$ cat config.mk
export PLATFORM = sky130hd
export DESIGN_NAME = stage_sequencer
export DESIGN_NICKNAME = d
export VERILOG_FILES = /design/src/rtl/stage_sequencer_pkg.sv /design/src/rtl/stage_sequencer_wait_timer.sv /design/src/rtl/stage_sequencer.sv
export SDC_FILE = /design/constraint.sdc
export NUM_CORES = 1
export LEC_CHECK = 0
export BUFFER_PORTS_ARGS = -buffer_cell sky130_fd_sc_hd__buf_4
export CAP_MARGIN = 20
export CORE_MARGIN = 4
export CORE_UTILIZATION = 45
export CTS_CLUSTER_DIAMETER = 150
export CTS_CLUSTER_SIZE = 14
export DETAILED_ROUTE_END_ITERATION = 12
export PLACE_DENSITY = 0.71
export SYNTH_ARGS = -nofsm -noshare
export SYNTH_HDL_FRONTEND = slang
export SYNTH_SLANG_ARGS = --single-unit
$ cat constraint.sdc
create_clock -name Clock -period 2.09 [get_ports Clock]
set_clock_uncertainty 0.05 [all_clocks]
set_input_delay 0.5225 -clock Clock [delete_from_list [all_inputs] [get_ports Clock]]
set_output_delay 0.5225 -clock Clock [all_outputs]
set_load 0.01 [all_outputs]
$ cat src/rtl/stage_sequencer_pkg.sv
// stage_sequencer_pkg: stage encodings, memory-bus codes, writeback classes and the memory-stage bus decode
package stage_sequencer_pkg;
  typedef enum logic [2:0] {
    ST_IDLE      = 3'd0,
    ST_FETCH     = 3'd1,
    ST_DECODE    = 3'd2,
    ST_EXECUTE   = 3'd3,
    ST_MEMORY    = 3'd4,
    ST_WRITEBACK = 3'd5,
    ST_FAULT     = 3'd7
  } stage_e;
  localparam logic [1:0] MEM_READ  = 2'b00;
  localparam logic [1:0] MEM_WRITE = 2'b01;
  localparam logic [1:0] MEM_HIZ   = 2'b11;
  localparam logic [1:0] WB_RF     = 2'd0;
  localparam logic [1:0] WB_MEM    = 2'd1;
  localparam logic [1:0] WB_NONE   = 2'd2;
  function automatic logic [1:0] mem_op(input logic nop, input logic [1:0] cls, input logic ma);
    return nop ? MEM_HIZ : (cls == WB_MEM) ? MEM_WRITE : (cls == WB_RF && !ma) ? MEM_READ : MEM_HIZ;
  endfunction
endpackage

$ cat src/rtl/stage_sequencer_wait_timer.sv
// wait_timer: counts consecutive wait cycles (clk, rst, clear, count_en in; expired out), expires on a wait cycle once WAIT_MAX are already counted
module wait_timer #(
  parameter int WAIT_MAX = 15
) (
  input  logic clk,
  input  logic rst,
  input  logic clear,
  input  logic count_en,
  output logic expired
);
  localparam int W = (WAIT_MAX > 0) ? $clog2(WAIT_MAX + 1) : 1;
  logic [W-1:0] cnt_q, cnt_d;
  always_comb cnt_d = clear ? '0 : (count_en && cnt_q != W'(WAIT_MAX)) ? cnt_q + 1'b1 : cnt_q;
  always_ff @(posedge clk) cnt_q <= rst ? '0 : cnt_d;
  assign expired = (WAIT_MAX > 0) && count_en && (cnt_q == W'(WAIT_MAX));
endmodule

$ cat src/rtl/stage_sequencer.sv
// stage_sequencer: clocked instruction stage FSM (Clock/Reset/Run/decoder class/Mem_Ready in; Stage, datapath enables, memory controls, retire count, Fault out)
module stage_sequencer
  import stage_sequencer_pkg::*;
#(
  parameter bit SKIP_NOP = 1'b1,
  parameter int WAIT_MAX = 15,
  parameter int CNT_W    = 16
) (
  input  logic             Clock,
  input  logic             Reset,
  input  logic             Run,
  input  logic             NOP_FLAG,
  input  logic [1:0]       WillWriteTo_RF_M_Z_Z,
  input  logic             MA_Select_Memory_Stage,
  input  logic             Mem_Ready,
  output logic [2:0]       Stage,
  output logic             IR_Enable,
  output logic             PC_Enable,
  output logic             RA_Enable,
  output logic             RB_Enable,
  output logic             RZ_Enable,
  output logic             RM_Enable,
  output logic             RY_Enable,
  output logic             MA_Select,
  output logic [1:0]       MEM_r_w_z_z,
  output logic             RF_WRITE,
  output logic             Instr_Done,
  output logic [CNT_W-1:0] Instr_Count,
  output logic             Fault
);
  stage_e           stage_q, stage_d;
  logic             nop_q, nop_d, ma_q, ma_d;
  logic [1:0]       cls_q, cls_d;
  logic [CNT_W-1:0] cnt_q, cnt_d;
  logic             waiting, retire, expired, skip;
  logic [1:0]       mem_op_q;
  assign mem_op_q = mem_op(nop_q, cls_q, ma_q);
  assign skip     = SKIP_NOP && NOP_FLAG;
  assign waiting  = (stage_q == ST_FETCH) || (stage_q == ST_MEMORY && mem_op_q != MEM_HIZ);
  assign retire   = (stage_q == ST_WRITEBACK) || (stage_q == ST_DECODE && skip);
  wait_timer #(.WAIT_MAX(WAIT_MAX)) u_timer (
    .clk      (Clock),
    .rst      (Reset),
    .clear    (!waiting || Mem_Ready),
    .count_en (waiting && !Mem_Ready),
    .expired  (expired)
  );
  always_comb begin
    case (stage_q)
      ST_IDLE:      stage_d = Run ? ST_FETCH : ST_IDLE;
      ST_FETCH:     stage_d = expired ? ST_FAULT : Mem_Ready ? ST_DECODE : ST_FETCH;
      ST_DECODE:    stage_d = skip ? (Run ? ST_FETCH : ST_IDLE) : ST_EXECUTE;
      ST_EXECUTE:   stage_d = ST_MEMORY;
      ST_MEMORY:    stage_d = expired ? ST_FAULT : (!waiting || Mem_Ready) ? ST_WRITEBACK : ST_MEMORY;
      ST_WRITEBACK: stage_d = Run ? ST_FETCH : ST_IDLE;
      default:      stage_d = ST_FAULT;
    endcase
    nop_d = (stage_q == ST_DECODE) ? NOP_FLAG : nop_q;
    cls_d = (stage_q == ST_DECODE) ? WillWriteTo_RF_M_Z_Z : cls_q;
    ma_d  = (stage_q == ST_DECODE) ? MA_Select_Memory_Stage : ma_q;
    cnt_d = cnt_q + CNT_W'(retire);
  end
  always_ff @(posedge Clock) begin
    if (Reset) begin
      stage_q <= ST_IDLE;
      nop_q   <= 1'b0;
      cls_q   <= WB_RF;
      ma_q    <= 1'b1;
      cnt_q   <= '0;
    end else begin
      stage_q <= stage_d;
      nop_q   <= nop_d;
      cls_q   <= cls_d;
      ma_q    <= ma_d;
      cnt_q   <= cnt_d;
    end
  end
  assign Stage       = stage_q;
  assign IR_Enable   = (stage_q == ST_FETCH) && Mem_Ready;
  assign PC_Enable   = IR_Enable;
  assign RA_Enable   = (stage_q == ST_DECODE) && !NOP_FLAG;
  assign RB_Enable   = RA_Enable;
  assign RZ_Enable   = (stage_q == ST_EXECUTE) && !nop_q;
  assign RM_Enable   = RZ_Enable;
  assign RY_Enable   = (stage_q == ST_MEMORY) && !nop_q && (!waiting || Mem_Ready);
  assign MA_Select   = (stage_q == ST_MEMORY || stage_q == ST_WRITEBACK) ? ma_q : 1'b1;
  assign MEM_r_w_z_z = (stage_q == ST_FETCH) ? MEM_READ : (stage_q == ST_MEMORY) ? mem_op_q : MEM_HIZ;
  assign RF_WRITE    = (stage_q == ST_WRITEBACK) && cls_q == WB_RF && !nop_q;
  assign Instr_Done  = retire;
  assign Instr_Count = cnt_q;
  assign Fault       = (stage_q == ST_FAULT);
endmodule

## Yosys cells after proc, flatten, opt, wreduce, memory -nomap -nowiden

Index checks and enable logic that the tools add are counted.

- Flip-flop bits (word level): 27
- Bits of input ports: 8
- Output and inout port bits: 32
- Word-level logic and storage cells: 57

- Add/subtract/negate cells: 2
- Equality and inequality tests: 10
- Mux-type cells: 13
- Reductions and logical operators: 26

Operator list:

| cell | number |
|---|---|
| $add A16 B1 Y16 | 1 |
| $pmux W3 S5 | 1 |
| $mux W2 | 7 |
| $logic_and A1 B1 Y1 | 13 |
| $eq A3 B3 Y1 const B | 3 |
| $eq A3 B2 Y1 const B | 2 |
| $mux W3 | 2 |
| $logic_not A1 Y1 | 5 |
| $add A4 B1 Y4 const B | 1 |
| $eq A4 B4 Y1 const B | 1 |
| $logic_or A1 B1 Y1 | 4 |
| $ne A4 B4 Y1 const B | 1 |
| $reduce_or A2 Y1 | 2 |
| $eq A3 B1 Y1 const B | 1 |
| $logic_not A3 Y1 | 1 |
| $mux W1 | 3 |
| $eq A2 B1 Y1 const B | 1 |
| $logic_not A2 Y1 | 1 |
| $ne A2 B2 Y1 const B | 1 |

## Logic depth before layout (Yosys ltp)

- Depth in word-level cells: 13
- Mapped depth: 10
- Mapped depth without buffers: 9

## Cells and area by module

From an unflattened synthesis, not the netlist that was laid out.

- Cell total of the unflattened synthesis: 170
- Area, all modules: 1387.6 um^2

By module, submodules not included:

| module | times used | cells each | area each (um^2) | sequential area each (um^2) |
|---|---|---|---|---|
| stage_sequencer | 1 | 147 | 1196.1 | 460.4 |
| wait_timer | 1 | 23 | 191.4 | 80.1 |

## Worst setup path before layout

OpenSTA, ideal clock, no wires.

- Path kind: register to register
- From: register stage_q[2] (netlist: Stage[2])
- To: register cnt_q[14] (netlist: Instr_Count[14])
- Library setup time: 0.128 ns
- Arrival: 2.131 ns
- Data required time: 1.912 ns
- Slack: -0.219 ns
- Stages on the path, launching flop included: 11
- Buffers on the path: 1
- Period minus slack after synthesis: 2.309 ns
- Cell sequence: dfxtp_1 clkbuf_1 nor2_1 nand3_1 nand2_1 ha_1 ha_1 nand2_1 nor4_1 xnor2_1 nor2_1

- Longest elaborated chain between the ends: 4
- Elaborated cells on any way between the ends: 5
- Classes of those cells: add/sub: 1; eq/ne: 2; reduce/logical: 2

RTL lines:

| element | RTL line | source |
|---|---|---|
| start, declared | stage_sequencer.sv:31 | `stage_e stage_q, stage_d;` |
| start signal, assigned | stage_sequencer.sv:71 | `stage_q <= stage_d;` |
| $eq A3 B2 Y1 | stage_sequencer.sv:40 | `assign retire = (stage_q == ST_WRITEBACK) \|\| (stage_q == ST_DECODE && skip);` |
| $logic_and A1 B1 Y1 | stage_sequencer.sv:40 |  |
| $logic_or A1 B1 Y1 * | stage_sequencer.sv:40 |  |
| via Instr_Done | stage_sequencer.sv:27 | `output logic Instr_Done,` |
| $add A16 B1 Y16 * | stage_sequencer.sv:61 | `cnt_d = cnt_q + CNT_W'(retire);` |
| end signal, assigned | stage_sequencer.sv:75 | `cnt_q <= cnt_d;` |
| end, declared | stage_sequencer.sv:34 | `logic [CNT_W-1:0] cnt_q, cnt_d;` |

Mark *: on every way through the listed nets, which the timed path passes. The rest lies on a longest branch.
A chain may end at the register's enable or synchronous reset.

## Worst setup path after layout

- From: register ma_q
- To: output MEM_r_w_z_z[1]

- Longest elaborated chain between the ends: 7

RTL lines:

| element | RTL line | source |
|---|---|---|
| start, declared | stage_sequencer.sv:32 | `logic nop_q, nop_d, ma_q, ma_d;` |
| start signal, assigned | stage_sequencer.sv:74 | `ma_q <= ma_d;` |
| $logic_not A1 Y1 | stage_sequencer_pkg.sv:19 | `return nop ? MEM_HIZ : (cls == WB_MEM) ? MEM_WRITE : (cls == WB_RF && !ma) ? MEM_READ : MEM_HIZ;` |
| $logic_and A1 B1 Y1 | stage_sequencer_pkg.sv:19 |  |
| $mux W2 (3 in a row) | stage_sequencer_pkg.sv:19 |  |
| $mux W2 (2 in a row) | stage_sequencer.sv:87 | `assign MEM_r_w_z_z = (stage_q == ST_FETCH) ? MEM_READ : (stage_q == ST_MEMORY) ? mem_op_q : MEM_HIZ;` |
| end, declared | stage_sequencer.sv:25 | `output logic [1:0] MEM_r_w_z_z,` |

No other way between the ends.

==> out/qor.csv <==
stage,metric,value,unit
pwr,peak supply drop,0.432,mV
yosys,largest family of logic cells by synthesized area,simple AND/OR/NAND/NOR gates,
cells_and_area,Multi-input gate area,797,um^2
placed_design,area of placed instances,1660,um^2
yosys,syn_nets,170,
worst_hold_path,HP Start,WillWriteTo_RF_M_Z_Z[1],
route,final WL,3410,um
clock_tree,clock-pin slew on the worst setup and hold paths,0.17,ns
route,Final ANT Viol Nets,0,
route,via/cell ratio,5.50,
critical_path,Worst path max stage delay,0.40,ns
sta,final-report setup violation count,1,
global_route,largest net degree at the start of global routing,27,
critical_path,worst reg2reg endpoint,Instr_Count[12],
yosys,Syn Inst Count,159,
clock_tree,clk root buf,clkbuf_4,
cells_and_area,fillers,240,
placed_design,Placed Cells,223,
worst_hold_path,Hold Path Sink,cls_q[1],
yosys,Synth cell types,33,
critical_path,start point of the critical path,ma_q,
route,DR WL/cell,14.6,um
clock_tree,clock latency on the worst-skew pair,0.34,ns
yosys,sequential area share after synthesis,40.5,%
yosys,Compound-Gate Fraction of Synth Area,13.9,%
route,first drt pass iteration count,4,
critical_path,critical path type,register to primary output,
outcome,status,finished with violations,
yosys,adder-cell area share of the yosys netlist,2.81,%
global_route,Total GRT Usage,17.4,%
critical_path,data required time of the critical path,1.52,ns
worst_hold_path,Hold Path Class,input port to register,
placed_design,final estimated routing congestion in global placement,0.837,
sta,Worst slew margin,66.0,%
yosys,synthesized area,1340,um^2
cells_and_area,fin nets,214,
yosys,ys flop type,dfxtp_1,
die,Initial Util,47.6,%
cells_and_area,antenna diode count,0,
global_route,vias in the first global route,1231,
sta,Final WS setup,-0.0652,ns
sta,RSZ-0062 raised after global routing,true,
critical_path,Critical Path AT,1.58,ns
route,Via Count,1281,
clock_tree,H-tree levels,1,
clock_tree,# hold bufs at CTS,0,
cells_and_area,Layout Cells excl Fill,233,
pwr,total chip power,1.08,mW
critical_path,crit path launch type,register,
yosys,Yosys reg bits,27,
worst_hold_path,worst hold path stage count,3,
pwr,leakage,0.769,nW
placed_design,hpwl dp,2370,um
cells_and_area,most frequent cells in the layout,"buf_4, dfxtp_1, nor2_1",
cells_and_area,area grow syn2layout,35.8,%
yosys,mux contribution to synthesized area,0,%
yosys,Yosys Warn Count,0,
critical_path,worst path cell trace,nor2b_4 -> o41a_1 -> or2_4 -> buf_6,
route,1st-iter DRT viols,92,
cells_and_area,"Design Area, Final",1810,um^2
die,Chip Height,62.5,um
yosys,syn_area_per_cell,8.40,um^2
sta,final hold vios,0,
critical_path,CP Max Fanout,2,
yosys,"EDFF count, synth",0,
cells_and_area,utilization after layout,64.6,%
cells_and_area,register area,553,um^2
critical_path,Register-to-Register Path Depth,9,
sta,Slew @ Worst Pin,0.509,ns
placed_design,I/O Buffers,39,
sta,setup tns final,-0.0652,ns
global_route,global-route wire length before repair,5560,um
clock_tree,TritonCTS clock tree,yes,
clock_tree,clk sinks,27,
yosys,Synth Area in Simple Gates,29.3,%
route,Residual DRC,0,
placed_design,worst slack at placement,0.0264,ns
die,cell row count,19,
sta,Hold WS,0.374,ns
die,floorplan core area,2810,um^2
die,die area,3900,um^2
critical_path,Setup crit end kind,primary output,
die,Die Span X,62.5,um
global_route,grt total ovfl,0,
cells_and_area,layout cells sized above 1,37.6,%
outcome,failing checks,setup timing,
critical_path,reg2reg setup slack,0.10,ns
sta,Max Freq,0.464,GHz
cells_and_area,"commonest non-fill, non-tap cell in the layout",buf_4,
critical_path,CP max-delay cell,o41a_1,
yosys,async set-reset flop share out of synthesis,0,%
critical_path,reg2reg start,Stage[1],
sta,period utilization,103,%
clock_tree,clock buffer depth,2,
flow_run,# Max-Cap Violations,0,
sta,crit path time final,2.16,ns
yosys,Synth Area in XOR/XNOR,7.87,%
pwr,Pwr Density,595,nW/um^2
global_route,initial antenna violation count,0,
sta,Slew Limit Fails,0,
die,I/O Pins,40,
clock_tree,clock buffer count from CTS,3,
-- per-layer routing --
layer	routed length, um	track usage (%)
met5	0	0
met4	17	3.58
met3	149	4.50
met2	1760	32.0
met1	1480	20.3
-- state kept, by name, summed over array words and instances (netlist names) --
| register | cells |
|---|---|
| Stage | 3 |
| u_timer.cnt_q | 4 |
| Instr_Count | 16 |
| nop_q | 1 |
| ma_q | 1 |
| cls_q | 2 |
-- critical path, delay by kind of cell, from the launching register on --
| kind | cells | cell delay [ns] |
|---|---|---|
| compound gates | 1 | 0.40 |
| buf+inv | 1 | 0.12 |
| flops | 1 | 0.35 |
| simple gates | 2 | 0.39 |
-- power by group --
| part | internal, mW | switching [mW] |
|---|---|---|
| Clock | 0.0733 | 0.166 |
| Sequential | 0.534 | 0.0179 |
| Combinational | 0.149 | 0.139 |
-- cells by family (layout without fill, tap and decap cells) --
family	count (synthesis)	count (layout)
AO/OA/AOI/OAI	26	26
XOR/XNOR	12	12
adder cells (fa/ha/maj)	3	3
buffers and inverters	15	58
flip-flops	27	27
AND/OR/NAND/NOR	76	76
-- synth_stat cells, drive strengths merged, types with 2 or more instances --
cell type,count,area (um^2)
o211a,2,20.0
o41ai,2,25.0
nand4,3,18.8
nor2,20,75.1
nor2b,5,31.3
clkbuf,6,22.5
a21oi,10,50.1
nand3,12,60.1
or3,4,25.0
nor3,7,35.0
and3,4,25.0
inv,5,18.8
nand2,11,41.3
dfxtp,27,541
o21ai,6,30.0
nand2b,2,20.0
xor2,2,17.5
buf,4,33.8
xnor2,10,87.6
o41a,2,22.5
nor4,5,37.5
ha,3,37.5
-- area by class of cell --
cell class / count / area share [%]
Multi-Input combinational cell: 117 / 44.0
Sequential cell: 27 / 30.5
Timing Repair Buffer: 49 / 20.7
Tap cell: 31 / 2.14
Clock buffer: 3 / 1.24
Inverter: 5 / 1.04
Clock inverter: 1 / 0.414
-- worst max-delay path by stage --
stage / end / slack, ns / cells after the start
floorplan: Instr_Count[12] / 0.02 / 10
global placement: Instr_Count[15] / 0.04 / 8
detailed placement: Instr_Count[15] / 0.03 / 8
CTS: MEM_r_w_z_z[1] / -0.06 / 4
global route: MEM_r_w_z_z[1] / -0.12 / 4
finish: MEM_r_w_z_z[1] / -0.07 / 4
-- what timing repair did --
item,in CTS,in global routing
gates resized for setup,12,10
buffers inserted,5,1
endpoints found under the setup margin,4,10
pin swaps,2,1
No activity file was read; power rests on OpenSTA's default activity.
